<file path="config.mk">
export PLATFORM = sky130hd
export DESIGN_NAME = regfile_read_8x16
export DESIGN_NICKNAME = d
export VERILOG_FILES = /design/src/rtl/risc16_pkg.sv /design/src/rtl/regfile_rd_port.sv /design/src/rtl/regfile_read_8x16.sv
export SDC_FILE = /design/constraint.sdc
export NUM_CORES = 1
export LEC_CHECK = 0
export ABC_CLOCK_PERIOD_IN_PS = 5100
export CAP_MARGIN = 0
export CORE_MARGIN = 1.5
export CORE_UTILIZATION = 30
export CTS_BUF_LIST = sky130_fd_sc_hd__clkbuf_16
export DETAILED_ROUTE_END_ITERATION = 8
export GPL_ROUTABILITY_DRIVEN = 0
export SKIP_LAST_GASP = 1
export SLEW_MARGIN = 30
export SYNTH_ARGS = -nofsm -noshare
export SYNTH_HDL_FRONTEND = slang
export SYNTH_SLANG_ARGS = --single-unit
export TNS_END_PERCENT = 1
</file>
<file path="constraint.sdc">
create_clock -name clk -period 5.1 [get_ports clk]
set_clock_uncertainty 0.1 [all_clocks]
set_input_delay 1.02 -clock clk [delete_from_list [all_inputs] [get_ports clk]]
set_output_delay 1.02 -clock clk [all_outputs]
set_load 0.005 [all_outputs]
</file>
<file path="src/rtl/risc16_pkg.sv">
//------------------------------------------------------------------------------
// risc16_pkg : shared constants, typedefs and read-port state encoding
//              for the RISC16bit register file.
// Revision   : 1.0 - initial release
//------------------------------------------------------------------------------
`default_nettype none

package risc16_pkg;

  localparam int WIDTH = 16;
  localparam int DEPTH = 8;
  localparam int AW    = 3;

  typedef logic [AW-1:0]    reg_addr_t;
  typedef logic [WIDTH-1:0] word_t;

  localparam reg_addr_t R0 = '0;

  typedef enum logic {
    RD_IDLE  = 1'b0,
    RD_VALID = 1'b1
  } rd_state_e;

endpackage

`default_nettype wire

</file>
<file path="src/rtl/regfile_rd_port.sv">
//------------------------------------------------------------------------------
// regfile_rd_port : one registered read port (IDLE/VALID state, Q/V
//                   registers, same-cycle write bypass mux).
// Config          : REGFILE_BYPASS_EN selects write-first on a same-cycle hit.
// Revision        : 1.0 - initial release
//------------------------------------------------------------------------------
`default_nettype none

module regfile_rd_port #(
  parameter int WIDTH = 16
) (
  input  logic             clk,
  input  logic             rst,
  input  logic             re_i,
  input  logic             wr_hit_i,
  input  logic [WIDTH-1:0] wdata_i,
  input  logic [WIDTH-1:0] rdata_i,
  output logic [WIDTH-1:0] q_o,
  output logic             v_o
);
  import risc16_pkg::*;

`ifdef REGFILE_BYPASS_EN
  localparam bit BYPASS = 1'b1;
`else
  localparam bit BYPASS = 1'b0;
`endif

  rd_state_e        state_q;
  logic [WIDTH-1:0] q_q;
  logic [WIDTH-1:0] data_d;

  // wr_hit_i already excludes R0, so R0 never picks up write data here.
  assign data_d = (BYPASS && wr_hit_i) ? wdata_i : rdata_i;

  always_ff @(posedge clk) begin
    if (rst) begin
      state_q <= RD_IDLE;
      q_q     <= '0;
    end else begin
      case (state_q)
        RD_IDLE:  state_q <= re_i ? RD_VALID : RD_IDLE;
        RD_VALID: state_q <= re_i ? RD_VALID : RD_IDLE;
        default:  state_q <= RD_IDLE;
      endcase
      if (re_i) begin
        q_q <= data_d;
      end
    end
  end

  assign q_o = q_q;
  assign v_o = (state_q == RD_VALID);

endmodule

`default_nettype wire

</file>
<file path="src/rtl/regfile_read_8x16.sv">
//------------------------------------------------------------------------------
// regfile_read_8x16 : 8 x 16 register file, R0 hardwired to zero, with two
//                     independent registered read ports.
// Config            : REGFILE_BYPASS_EN (write-first same-cycle read).
// Revision          : 1.0 - initial release
//------------------------------------------------------------------------------
`default_nettype none

module regfile_read_8x16 #(
  parameter int WIDTH = 16,
  parameter int DEPTH = 8,
  parameter int AW    = 3
) (
  input  logic             clk,
  input  logic             rst,
  input  logic             Load,
  input  logic [AW-1:0]    WA,
  input  logic [WIDTH-1:0] D,
  input  logic             RE_A,
  input  logic [AW-1:0]    RA_A,
  output logic [WIDTH-1:0] QA,
  output logic             VA,
  input  logic             RE_B,
  input  logic [AW-1:0]    RA_B,
  output logic [WIDTH-1:0] QB,
  output logic             VB
);
  import risc16_pkg::*;

  logic [WIDTH-1:0] regs_q [DEPTH];
  logic             wr_en;
  logic [WIDTH-1:0] rdata_a, rdata_b;
  logic             hit_a, hit_b;

  assign wr_en = Load && (WA != AW'(R0));

  always_ff @(posedge clk) begin
    if (rst) begin
      for (int i = 0; i < DEPTH; i++) begin
        regs_q[i] <= '0;
      end
    end else if (wr_en) begin
      regs_q[WA] <= D;
    end
  end

  // R0 is masked on the read side so it reads zero regardless of storage.
  assign rdata_a = (RA_A == AW'(R0)) ? '0 : regs_q[RA_A];
  assign rdata_b = (RA_B == AW'(R0)) ? '0 : regs_q[RA_B];

  assign hit_a = wr_en && (WA == RA_A);
  assign hit_b = wr_en && (WA == RA_B);

  regfile_rd_port #(.WIDTH(WIDTH)) u_port_a (
    .clk      (clk),
    .rst      (rst),
    .re_i     (RE_A),
    .wr_hit_i (hit_a),
    .wdata_i  (D),
    .rdata_i  (rdata_a),
    .q_o      (QA),
    .v_o      (VA)
  );

  regfile_rd_port #(.WIDTH(WIDTH)) u_port_b (
    .clk      (clk),
    .rst      (rst),
    .re_i     (RE_B),
    .wr_hit_i (hit_b),
    .wdata_i  (D),
    .rdata_i  (rdata_b),
    .q_o      (QB),
    .v_o      (VB)
  );

endmodule

`default_nettype wire

</file>
## Word-level counts from Yosys, hierarchy flattened

Memories as Yosys holds them, arrays and structs flattened.
Cells that the tools add are included.

| operators by class | value |
|---|---|
| muxes and demuxes | 12 |
| reductions and logical operators | 5 |

Operators by type and width:

| kind | count |
|---|---|
| $mux W16 | 3 |
| $reduce_or A16 Y1 | 1 |
| $mux W1 | 8 |
| $logic_not A3 Y1 | 2 |
| $mux W3 | 1 |
| $reduce_bool A3 Y1 | 1 |
| $logic_and A1 B1 Y1 | 1 |

| storage, ports and cells | value |
|---|---|
| word-level logic and storage cells | 22 |
| bits in registers | 34 |
| bits of input ports | 30 |
| memory bits (writable) | 128 |
| memories kept | 1 |
| output and inout bits | 34 |

Memory list:

| name | depth | width | read ports | clocked after memory_dff | write ports | line | text |
|---|---|---|---|---|---|---|---|
| regs_q | 8 | 16 | 2 | 0 | 8 | regfile_read_8x16.sv:30 | `logic [WIDTH-1:0] regs_q [DEPTH];` |

## Logic depth before layout (Yosys ltp)

Gate-level depths: netlist of run 1.

| logic depth | value |
|---|---|
| word-level depth | 7 |
| mapped depth | 6 |
| gate-level depth less buffers | 4 |

## Hierarchy

A second synthesis of run 1 with hierarchy kept.

| second synthesis, totals | value |
|---|---|
| cells, all modules | 580 |
| area, all modules | 7459.7 um^2 |

Modules (own cells, without submodules):

| module | cells each | area each (um^2) | times used |
|---|---|---|---|
| regfile_read_8x16 | 472 | 6243.5 | 1 |
| regfile_rd_port | 54 | 608.1 | 2 |

## Worst setup path after synthesis of run 1

No wires, ideal clock.

| timing path | value |
|---|---|
| kind | input port to flip-flop |
| start point | in rst |
| end point | mem regs_q[1][0] (enable) |
| arrival time | 2.166 ns |
| setup slack | 2.461 ns |
| stages on the path | 4 |
| library setup time | 0.373 ns |
| cell sequence | clkbuf_1 > or3b_4 > nor2_2 > or2_1 |

RTL lines:

| element | line | text |
|---|---|---|
| start, declared | regfile_read_8x16.sv:15 | `input logic rst,` |
| end, declared | regfile_read_8x16.sv:30 |  |

## Worst setup path in the final report of run 1

| timing path | value |
|---|---|
| start point | in RA_A[1] |
| end point | reg u_port_a.q_q[5], in the netlist u_port_a.q_o[5] |

| between the ends | value |
|---|---|
| cells in the longest elaborated chain, start to end | 2 |
| elaborated cells on any way between the ends | 3 |
| classes of those cells | 1 x mux; 1 x reduce/logical; 1 x memory |

Ends and longest elaborated chain:

| element | line | text |
|---|---|---|
| start, declared | regfile_read_8x16.sv:20 | `input logic [AW-1:0] RA_A,` |
| $mem_v2 Z8 W16 or $logic_not A3 Y1 (tied branches) | -- |  |
| $mux W16 (*) | regfile_read_8x16.sv:48 | `assign rdata_a = (RA_A == AW'(R0)) ? '0 : regs_q[RA_A];` |
| end signal, assigned | regfile_rd_port.sv:47 | `q_q <= data_d;` |
| end, declared | regfile_rd_port.sv:30 | `logic [WIDTH-1:0] q_q;` |

Every way passes the cells marked *; elsewhere a longest branch is shown, timed or not.
A chain may end at the register's enable or synchronous reset.

==> results of run 1 <==
==> tightest hold or removal path, stage by stage, from the launching register on <==
cell     delay (ns)
dfxtp_1        0.31
nand2_1        0.06
o31ai_1        0.05
==> flip-flops by register name, summed over array words and instances (netlist names) <==
name / flops
u_port_b.q_o: 16
u_port_a.v_o: 1
u_port_b.v_o: 1
u_port_a.q_o: 16
regs_q: 112
==> cell usage in the layout, fill, tap and decap left out, types with 3 or more instances in the layout <==
master           instances
mux2i_1                 48
o31ai_1                 10
nor3_1                  15
o22ai_1                 15
nor2_1                  22
and2_1                 112
or2_1                    3
inv_1                   16
clkbuf_16               17
mux2_1                  43
dfxtp_1                 34
a22o_1                  14
o221ai_1                15
a221oi_1                15
a21oi_1                 15
clkdlybuf4s50_1         61
nand2b_1                10
buf_4                   15
edfxtp_1               112
mux2_2                   6
nor2_2                   3
nand2_1                 16
a221o_1                  5
or2_2                    4
==> per-stage QoR <==
stage / util / setup WS (ns) / total power [mW]
3_3_place_gp: 0.345 / 1.53 / 1.74
5_1_grt: 0.366 / 1.84 / 2.85
3_5_place_dp: 0.345 / 1.50 / 1.75
2_1_floorplan: - / 2.46 / 1.60
4_1_cts: 0.366 / 1.93 / 2.77
6_report: 0.366 / 1.92 / 2.75
==> layout make-up <==
type	instances	share of cell area
Sequential cell	146	0.473
Clock buffer	17	0.0497
Clock inverter	15	0.00673
Inverter	4	0.00175
Timing Repair Buffer	78	0.0857
Tap cell	319	0.0467
Multi-Input combinational cell	382	0.337
==> power by group <==
group          internal (mW)  switching (mW)  leakage, nW  total [mW]
Clock                  0.592           0.430        0.280        1.02
Combinational          0.150           0.175         1.50       0.325
Sequential              1.36          0.0434         1.35        1.40
==> layer usage <==
layer,track usage,vias to the layer above
met2,0.286,162
met5,0,-
met3,0.0377,27
met4,0.0678,0
met1,0.198,2408
li1,-,2247
==> path summary, 6_finish.rpt <==
kind | start | to | slack, ns | cells after the start
max | RA_A[1] | u_port_a.q_o[5]$_SDFFE_PP0P_ | 1.92 | 5
min reg2reg | u_port_b.q_o[11]$_SDFFE_PP0P_ | u_port_b.q_o[11]$_SDFFE_PP0P_ | 0.37 | 2
max reg2reg | regs_q[5][7]$_SDFFCE_PN0P_ | u_port_b.q_o[7]$_SDFFE_PP0P_ | 3.56 | 3
min | u_port_b.q_o[11]$_SDFFE_PP0P_ | u_port_b.q_o[11]$_SDFFE_PP0P_ | 0.37 | 2
==> cell families (layout without fill, tap and decap cells) <==
| logic type | count (synthesis) | count (layout) |
|---|---|---|
| AOI/OAI and AO/OA | 91 | 91 |
| buffers and inverters | 42 | 114 |
| DFF | 146 | 146 |
| muxes | 99 | 99 |
| and+or+nand+nor | 192 | 192 |
==> results.yml, run 1 <==
final_layout:
  multi_input_combinational_cell_area_um2: 2880
  num-nets-final: 659
  areaGrowthSynthToFinish_pct: 19.8
  fin_cells: 961
  finish.instance_area_um2: 8560
  total_inserted_antenna_cells: 0
  fillers: 2277
  register_area_um2: 4040
  layout-drive-gt1-share: 0.0857
critical_path:
  crit_path_max_fanout: 13
  critical_path.max_stage_delay_ns: 0.86
  setup.worst_path.start_class: "input port"
  worstPathArrival_ns: 3.35
  crit_path_top_delay_cell: "clkdlybuf4s50_1"
  critical_path.top_delay_family: "buffers and inverters"
  crit_chain: "clkdlybuf4s50_1 > inv_1 > nor2_1 > a221o_1 > o22ai_1"
  endpoint_kind: "flop"
  critical_path_class: "in2reg"
  critical_path_required_ns: 5.27
  critical_path.n_buffers_inverters: 2
logic_synthesis:
  post-synth-top-area-cell: "edfxtp_1"
  flip_flop_cell_with_the_highest_count_after_synthesis: "edfxtp_1"
  avgSynthCellArea_um2: 12.5
  synthXorXnorAreaFrac: 0
  syn-num-nets: 600
  postSynthCellCount: 570
  synth_area_um2: 7140
  synth-edff-count: 112
  post_synth_mux_area_share: 0.151
  synth_simple_gate_area_frac: 0.154
  synth_commonest_cells: "and2_1 (112), edfxtp_1 (112), mux2i_1 (48), mux2_1 (43), dfxtp_1 (34)"
  yosys_register_bits: 146
  synth-seq-area-share: 0.566
  synthDistinctLibCells: 34
  yosysWarningCount: 0
  synth_area_leaders: "edfxtp_1 (47%), and2_1 (9.8%), dfxtp_1 (9.5%), mux2_1 (6.8%), mux2i_1 (6.7%)"
  synth_compound_gate_area_share: 0.0986
  synth_top_family_by_area: "simple AND/OR/NAND/NOR gates"
  fraction_of_registers_with_async_set_or_reset_after_synthesis: 0
  synth.top_cell.area_share: 0.471
  synthAdderAreaFrac: 0
detailed_routing:
  routed.top_layer: "met4"
  avgRoutedWirePerCell_um: 20.6
  drtAntennaViolNets: 0
  routed_wl_mm: 19.8
  drt_first_iter_violations: 330
  routed-via-count: 4844
  met3_wirelength_mm: 1.18
  drcViolationCount: 0
  route.detailed.vias_per_inst: 5.04
  drt_pass_1_iters: 5
  routed-wl-met2_mm: 9.92
  drt-met1-wl_mm: 8.29
global_routing:
  grt_max_degree: 47
  first_global_vias: 5046
  global_route.overflow_total: 0
  antenna_found_initial: 0
  global_route_wire_length_before_repair_mm: 29.4
  global_route.usage.total: 0.166
floorplanning:
  start_util: 0.305
  ios: 64
  die_height_um: 157
  core_footprint_um2: 23400
  die_area_um2: 24700
  die-width_um: 157
  rows: 56
timing:
  tightest_slew_ns: 0.957
  final-hold-violation-count: 0
  fmax_mhz: 315
  setup_total_negative_slack_ns: 0
  timing.final.crit_share: 0.623
  max_slew_margin: 0.360
  layout_min_cycle_time_ns: 3.18
  hold_slack_ns: 0.372
  maxSlewViolCount: 0
  rsz_0062_raised_after_global_routing: "false"
  setup_violations: 0
placed_design:
  dpl_cell_area_um2: 8070
  dp_cells: 929
  io_buffers: 63
  detailed_placement_hpwl_mm: 13.1
clock_network:
  post-cts-setup-buffer-count: 0
  clk_pin_slew_worst_paths_ns: 0.06
  cts.sinks: 146
  cts_buffers: 17
  maximum_buffer_depth_of_the_clock_tree: 2
  cts_tree: "yes"
  clock_insertion_delay_worst_skew_ns: 0.42
  htree_levels: 4
  clockRootBuffer: "clkbuf_16"
  cts_hold_buffers: 0
  cts_resized: 0
pwr:
  power-per-cell-area_nw_per_um2: 322
  total_leakage_power_nw: 3.14
  max-vdd-ir-drop_v: 0.000169
job:
  maxCapViolCount: 0
outcome:
  status: "complete, no violations"
hold_path:
  min-delay-path-class: "reg2reg"
Note: power is estimated with default switching activity, not from simulation.
==> run 2: changes to the inputs <==
- ABC_CLOCK_PERIOD_IN_PS: 5100 -> 3200
- clock period: 5.1 -> 3.2 ns (I/O delays scaled with it)
==> results.yml, run 2 (same netlist as run 1, synthesis figures left out) <==
pwr:
  p_clk_frac: 0.437
  p_comb_frac: 0.111
  seq_power_share: 0.451
  netSwitchingPower_mw: 1.16
  max-vdd-ir-drop_v: 0.000284
  internal_power_mw: 3.80
  total_leakage_power_nw: 3.26
  power-per-cell-area_nw_per_um2: 558
  power_switching_share: 0.233
critical_path:
  crit_path_max_fanout: 7
  setup.worst_path.start_class: "input port"
  crit_path_top_delay_cell: "clkdlybuf4s50_1"
  worst_reg2reg_setup_slack_ns: 1.66
  critical_path.n_buffers_inverters: 3
  critical_path_required_ns: 3.39
  crit_chain: "clkdlybuf4s50_1 > buf_4 > buf_4 > mux2_1 > a221oi_1 > o31ai_1"
  endpoint_kind: "flop"
  reg2reg_to: "u_port_a.q_o[3]$_SDFFE_PP0P_"
  r2r.worst_path.cells: 4
  worstPathArrival_ns: 2.51
  critical-path-top-cell-by-count: "buf_4"
  worstReg2RegStart: "regs_q[5][3]$_SDFFCE_PN0P_"
  crit_cells: 6
  critical_path_class: "in2reg"
  critical_path.top_delay_family: "buffers and inverters"
  critical_path.max_stage_delay_ns: 0.65
global_routing:
  global_route_wire_length_before_repair_mm: 31.1
  global_route.usage.total: 0.176
  global_route.overflow_total: 0
  first_global_vias: 5320
  antenna_found_initial: 0
  grt_max_degree: 34
hold_path:
  timing.hold.worst_path_depth: 2
  min-delay-path-class: "reg2reg"
  worstHoldStart: "u_port_a.q_o[7]$_SDFFE_PP0P_"
  hold-path-endpoint: "u_port_a.q_o[7]$_SDFFE_PP0P_"
placed_design:
  place_ws_ns: 0.468
  detailed_placement_hpwl_mm: 14.0
  dp_cells: 948
  io_buffers: 63
final_layout:
  num-nets-final: 678
  layout-drive-gt1-share: 0.132
  largest_reg_flops: 112
  registers.top_by_ff_count: "regs_q"
  multi_input_combinational_cell_area_um2: 2880
  fillers: 2232
  fin_cells: 980
  register_area_um2: 4040
  most-common-layout-cells: "and2_1 (112), edfxtp_1 (112), clkdlybuf4s50_1 (61)"
  total_inserted_antenna_cells: 0
  areaGrowthSynthToFinish_pct: 24.4
timing:
  timing.final.crit_share: 0.727
  fin_ws_ns: 0.874
  final-hold-violation-count: 0
  fmax_mhz: 430
  max_slew_margin: 0.338
  setup_violations: 0
  maxSlewViolCount: 0
  rsz_0062_raised_after_global_routing: "false"
  hold_slack_ns: 0.379
  layout_min_cycle_time_ns: 2.33
  setup_total_negative_slack_ns: 0
  tightest_slew_ns: 0.989
floorplanning:
  core_footprint_um2: 23400
  die_area_um2: 24700
  die_height_um: 157
  start_util: 0.305
  rows: 56
  die-width_um: 157
  ios: 64
outcome:
  status: "complete, no violations"
detailed_routing:
  drtAntennaViolNets: 0
  route.detailed.vias_per_inst: 5.21
  avgRoutedWirePerCell_um: 21.4
  drcViolationCount: 0
  drt_first_iter_violations: 367
  drt_pass_1_iters: 6
  routed-via-count: 5102
  routed_wl_mm: 21.0
clock_network:
  post-cts-setup-buffer-count: 0
  cts_resized: 0
  htree_levels: 4
  maximum_buffer_depth_of_the_clock_tree: 2
  cts.sinks: 146
  cts_tree: "yes"
  clk_pin_slew_worst_paths_ns: 0.06
  cts_hold_buffers: 0
  clock_insertion_delay_worst_skew_ns: 0.43
  clockRootBuffer: "clkbuf_16"
  cts_buffers: 17
job:
  maxCapViolCount: 0
==> run 2: cell count changes in the layout (fill, tap and decap cells not counted), sizes merged <==
cell	change
buf	+19
inv	-11
bufinv	+5
clkinvlp	+4
clkinv	+2
==> run 2: worst max-delay path by stage <==
stage | slack (ns) | end | startpoint
finish | 0.87 | u_port_b.q_o[6]$_SDFFE_PP0P_ | RA_B[2]
global route | 0.82 | u_port_b.q_o[6]$_SDFFE_PP0P_ | RA_B[2]
CTS | 0.91 | u_port_b.q_o[6]$_SDFFE_PP0P_ | RA_B[2]
detailed placement | 0.47 | u_port_b.q_o[10]$_SDFFE_PP0P_ | RA_B[2]
global placement | 0.57 | u_port_b.q_o[6]$_SDFFE_PP0P_ | RA_B[2]
floorplan | 0.94 | regs_q[1][0]$_SDFFCE_PN0P_ | rst
==> run 2: area by class of cell <==
cell class / count / area share
clock inverter: 15 / 0.0244
clock buffer: 17 / 0.0479
sequential: 146 / 0.455
inverter: 4 / 0.00169
multi-input combinational: 382 / 0.324
tap: 319 / 0.0449
timing repair buffer: 97 / 0.101
==> run 2: per-layer routing <==
metal	wire length, um	vias up	track usage	part of all wire
met3	1160	72	0.0454	0.055
met4	1070	0	0.106	0.051
li1	-	2290	-	-
met1	8610	2526	0.201	0.41
met5	0	-	0	0
met2	10100	214	0.297	0.48
==> run 2: tightest hold or removal path, cell delays in order (launching register included) <==
cell	delay (ns)
dfxtp_1	0.31
nor2_1	0.08
nor3_1	0.05
==> run 2: power by group through the flow <==
stage	registers (mW)	clock network (mW)	logic (mW)
3_5_place_dp	2.28	0	0.548
5_1_grt	2.25	2.28	0.590
4_1_cts	2.24	2.19	0.552
3_3_place_gp	2.27	0	0.538
2_1_floorplan	2.25	0	0.294
6_report	2.24	2.17	0.551
==> run 2: through the flow <==
stage	util	total power [mW]	cell area, um^2
2_1_floorplan	-	2.55	7140
3_3_place_gp	0.352	2.81	8240
3_5_place_dp	0.352	2.82	8240
4_1_cts	0.380	4.98	8880
5_1_grt	0.380	5.12	8880
6_report	0.380	4.96	8880
==> run 3: changes to the inputs <==
- ABC_CLOCK_PERIOD_IN_PS: 3200 -> 1900
- clock period: 3.2 -> 1.9 ns (I/O delays scaled with it)
==> results.yml, run 3 (same netlist as run 1, synthesis figures left out) <==
critical_path:
  worstPathArrival_ns: 1.40
  endpoint_kind: "output port"
  crit_chain: "clkdlybuf4s50_1"
  critical_path_required_ns: 1.42
  setup.worst_path.start_class: "flop"
  crit_path_top_delay_cell: "clkdlybuf4s50_1"
  critical_path.top_delay_family: "buffers and inverters"
  critical_path.n_buffers_inverters: 1
  critical_path_class: "reg2out"
  crit_path_max_fanout: 2
  critical_path.max_stage_delay_ns: 0.56
final_layout:
  registers.top_by_ff_count: "regs_q"
  num-nets-final: 712
  total_inserted_antenna_cells: 0
  layout-drive-gt1-share: 0.176
  most-common-layout-cells: "and2_1 (112), edfxtp_1 (112), clkdlybuf4s50_1 (61)"
  largest_reg_flops: 112
  fillers: 2261
  areaGrowthSynthToFinish_pct: 28.2
clock_network:
  clk_pin_slew_worst_paths_ns: 0.06
  cts_resized: 0
  cts_hold_buffers: 0
  maximum_buffer_depth_of_the_clock_tree: 2
  clockRootBuffer: "clkbuf_16"
  htree_levels: 4
  cts_tree: "yes"
  clock_insertion_delay_worst_skew_ns: 0.43
  post-cts-setup-buffer-count: 0
  cts_buffers: 17
  cts.sinks: 146
floorplanning:
  rows: 56
  ios: 64
  die-width_um: 157
  start_util: 0.305
  core_footprint_um2: 23400
  die_height_um: 157
  die_area_um2: 24700
timing:
  final-hold-violation-count: 0
  timing.final.crit_share: 0.990
  layout_min_cycle_time_ns: 1.88
  setup_violations: 0
  max_slew_margin: 0.618
  fin_ws_ns: 0.0181
  setup_total_negative_slack_ns: 0
  tightest_slew_ns: 0.571
  rsz_0062_raised_after_global_routing: "false"
  fmax_mhz: 531
  maxSlewViolCount: 0
outcome:
  status: "complete, no violations"
detailed_routing:
  drt_pass_1_iters: 5
  routed-via-count: 5076
  routed_wl_mm: 20.8
  drcViolationCount: 0
  drt_first_iter_violations: 271
  avgRoutedWirePerCell_um: 20.5
  route.detailed.vias_per_inst: 5.01
  drtAntennaViolNets: 0
pwr:
  power-per-cell-area_nw_per_um2: 858
  total_leakage_power_nw: 3.43
  max-vdd-ir-drop_v: 0.000586
  power.total_mw: 7.85
placed_design:
  io_buffers: 63
  place_ws_ns: -0.260
  detailed_placement_hpwl_mm: 14.7
hold_path:
  min-delay-path-class: "reg2reg"
global_routing:
  global_route.usage.total: 0.173
  antenna_found_initial: 0
  first_global_vias: 5354
  grt_max_degree: 29
  global_route.overflow_total: 0
  global_route_wire_length_before_repair_mm: 30.7
job:
  maxCapViolCount: 0
[run 3: layout make-up]
cell class              count  area (um^2)  area share
repair buffers            131         1280       0.140
inverters                   4         15.0     0.00164
multi-input cells         382         2880       0.315
flip-flops and latches    146         4040       0.442
clock inverters            15          110      0.0120
clock buffers              17          425      0.0465
well taps                 319          399      0.0436
[run 3: layer usage]
layer / share of wire / vias up / wire length [um] / global-route usage
li1: - / 2359 / - / -
met1: 0.42 / 2512 / 8790 / 0.206
met3: 0.054 / 36 / 1120 / 0.0410
met5: 0 / - / 0 / 0
met2: 0.50 / 169 / 10300 / 0.299
met4: 0.027 / 0 / 569 / 0.0714
[run 3: stage by stage]
stage | cells | area [um^2] | hold slack, ns | util
after global placement | 982 | 8620 | 0.371 | 0.368
after floorplan | 570 | 7140 | 0.349 | -
after CTS | 1014 | 9160 | 0.375 | 0.391
after global routing | 1014 | 9160 | 0.388 | 0.391
final | 1014 | 9160 | 0.366 | 0.391
after detailed placement | 982 | 8620 | 0.362 | 0.368
[run 3: worst paths after layout]
| kind | start | to | slack, ns | cells after the start |
|---|---|---|---|---|
| worst max-delay path | u_port_a.q_o[5]$_SDFFE_PP0P_ | QA[5] | 0.02 | 1 |
| worst min-delay path | u_port_b.q_o[10]$_SDFFE_PP0P_ | u_port_b.q_o[10]$_SDFFE_PP0P_ | 0.37 | 2 |
| worst max register to register | regs_q[5][13]$_SDFFCE_PN0P_ | u_port_a.q_o[13]$_SDFFE_PP0P_ | 0.38 | 4 |
| worst min register to register | u_port_b.q_o[10]$_SDFFE_PP0P_ | u_port_b.q_o[10]$_SDFFE_PP0P_ | 0.37 | 2 |
[run 3: power breakdown]
group | leakage, nW | internal, mW | switching (mW)
combinational | 1.81 | 0.510 | 0.500
sequential | 1.35 | 3.65 | 0.118
clock | 0.264 | 1.67 | 1.40
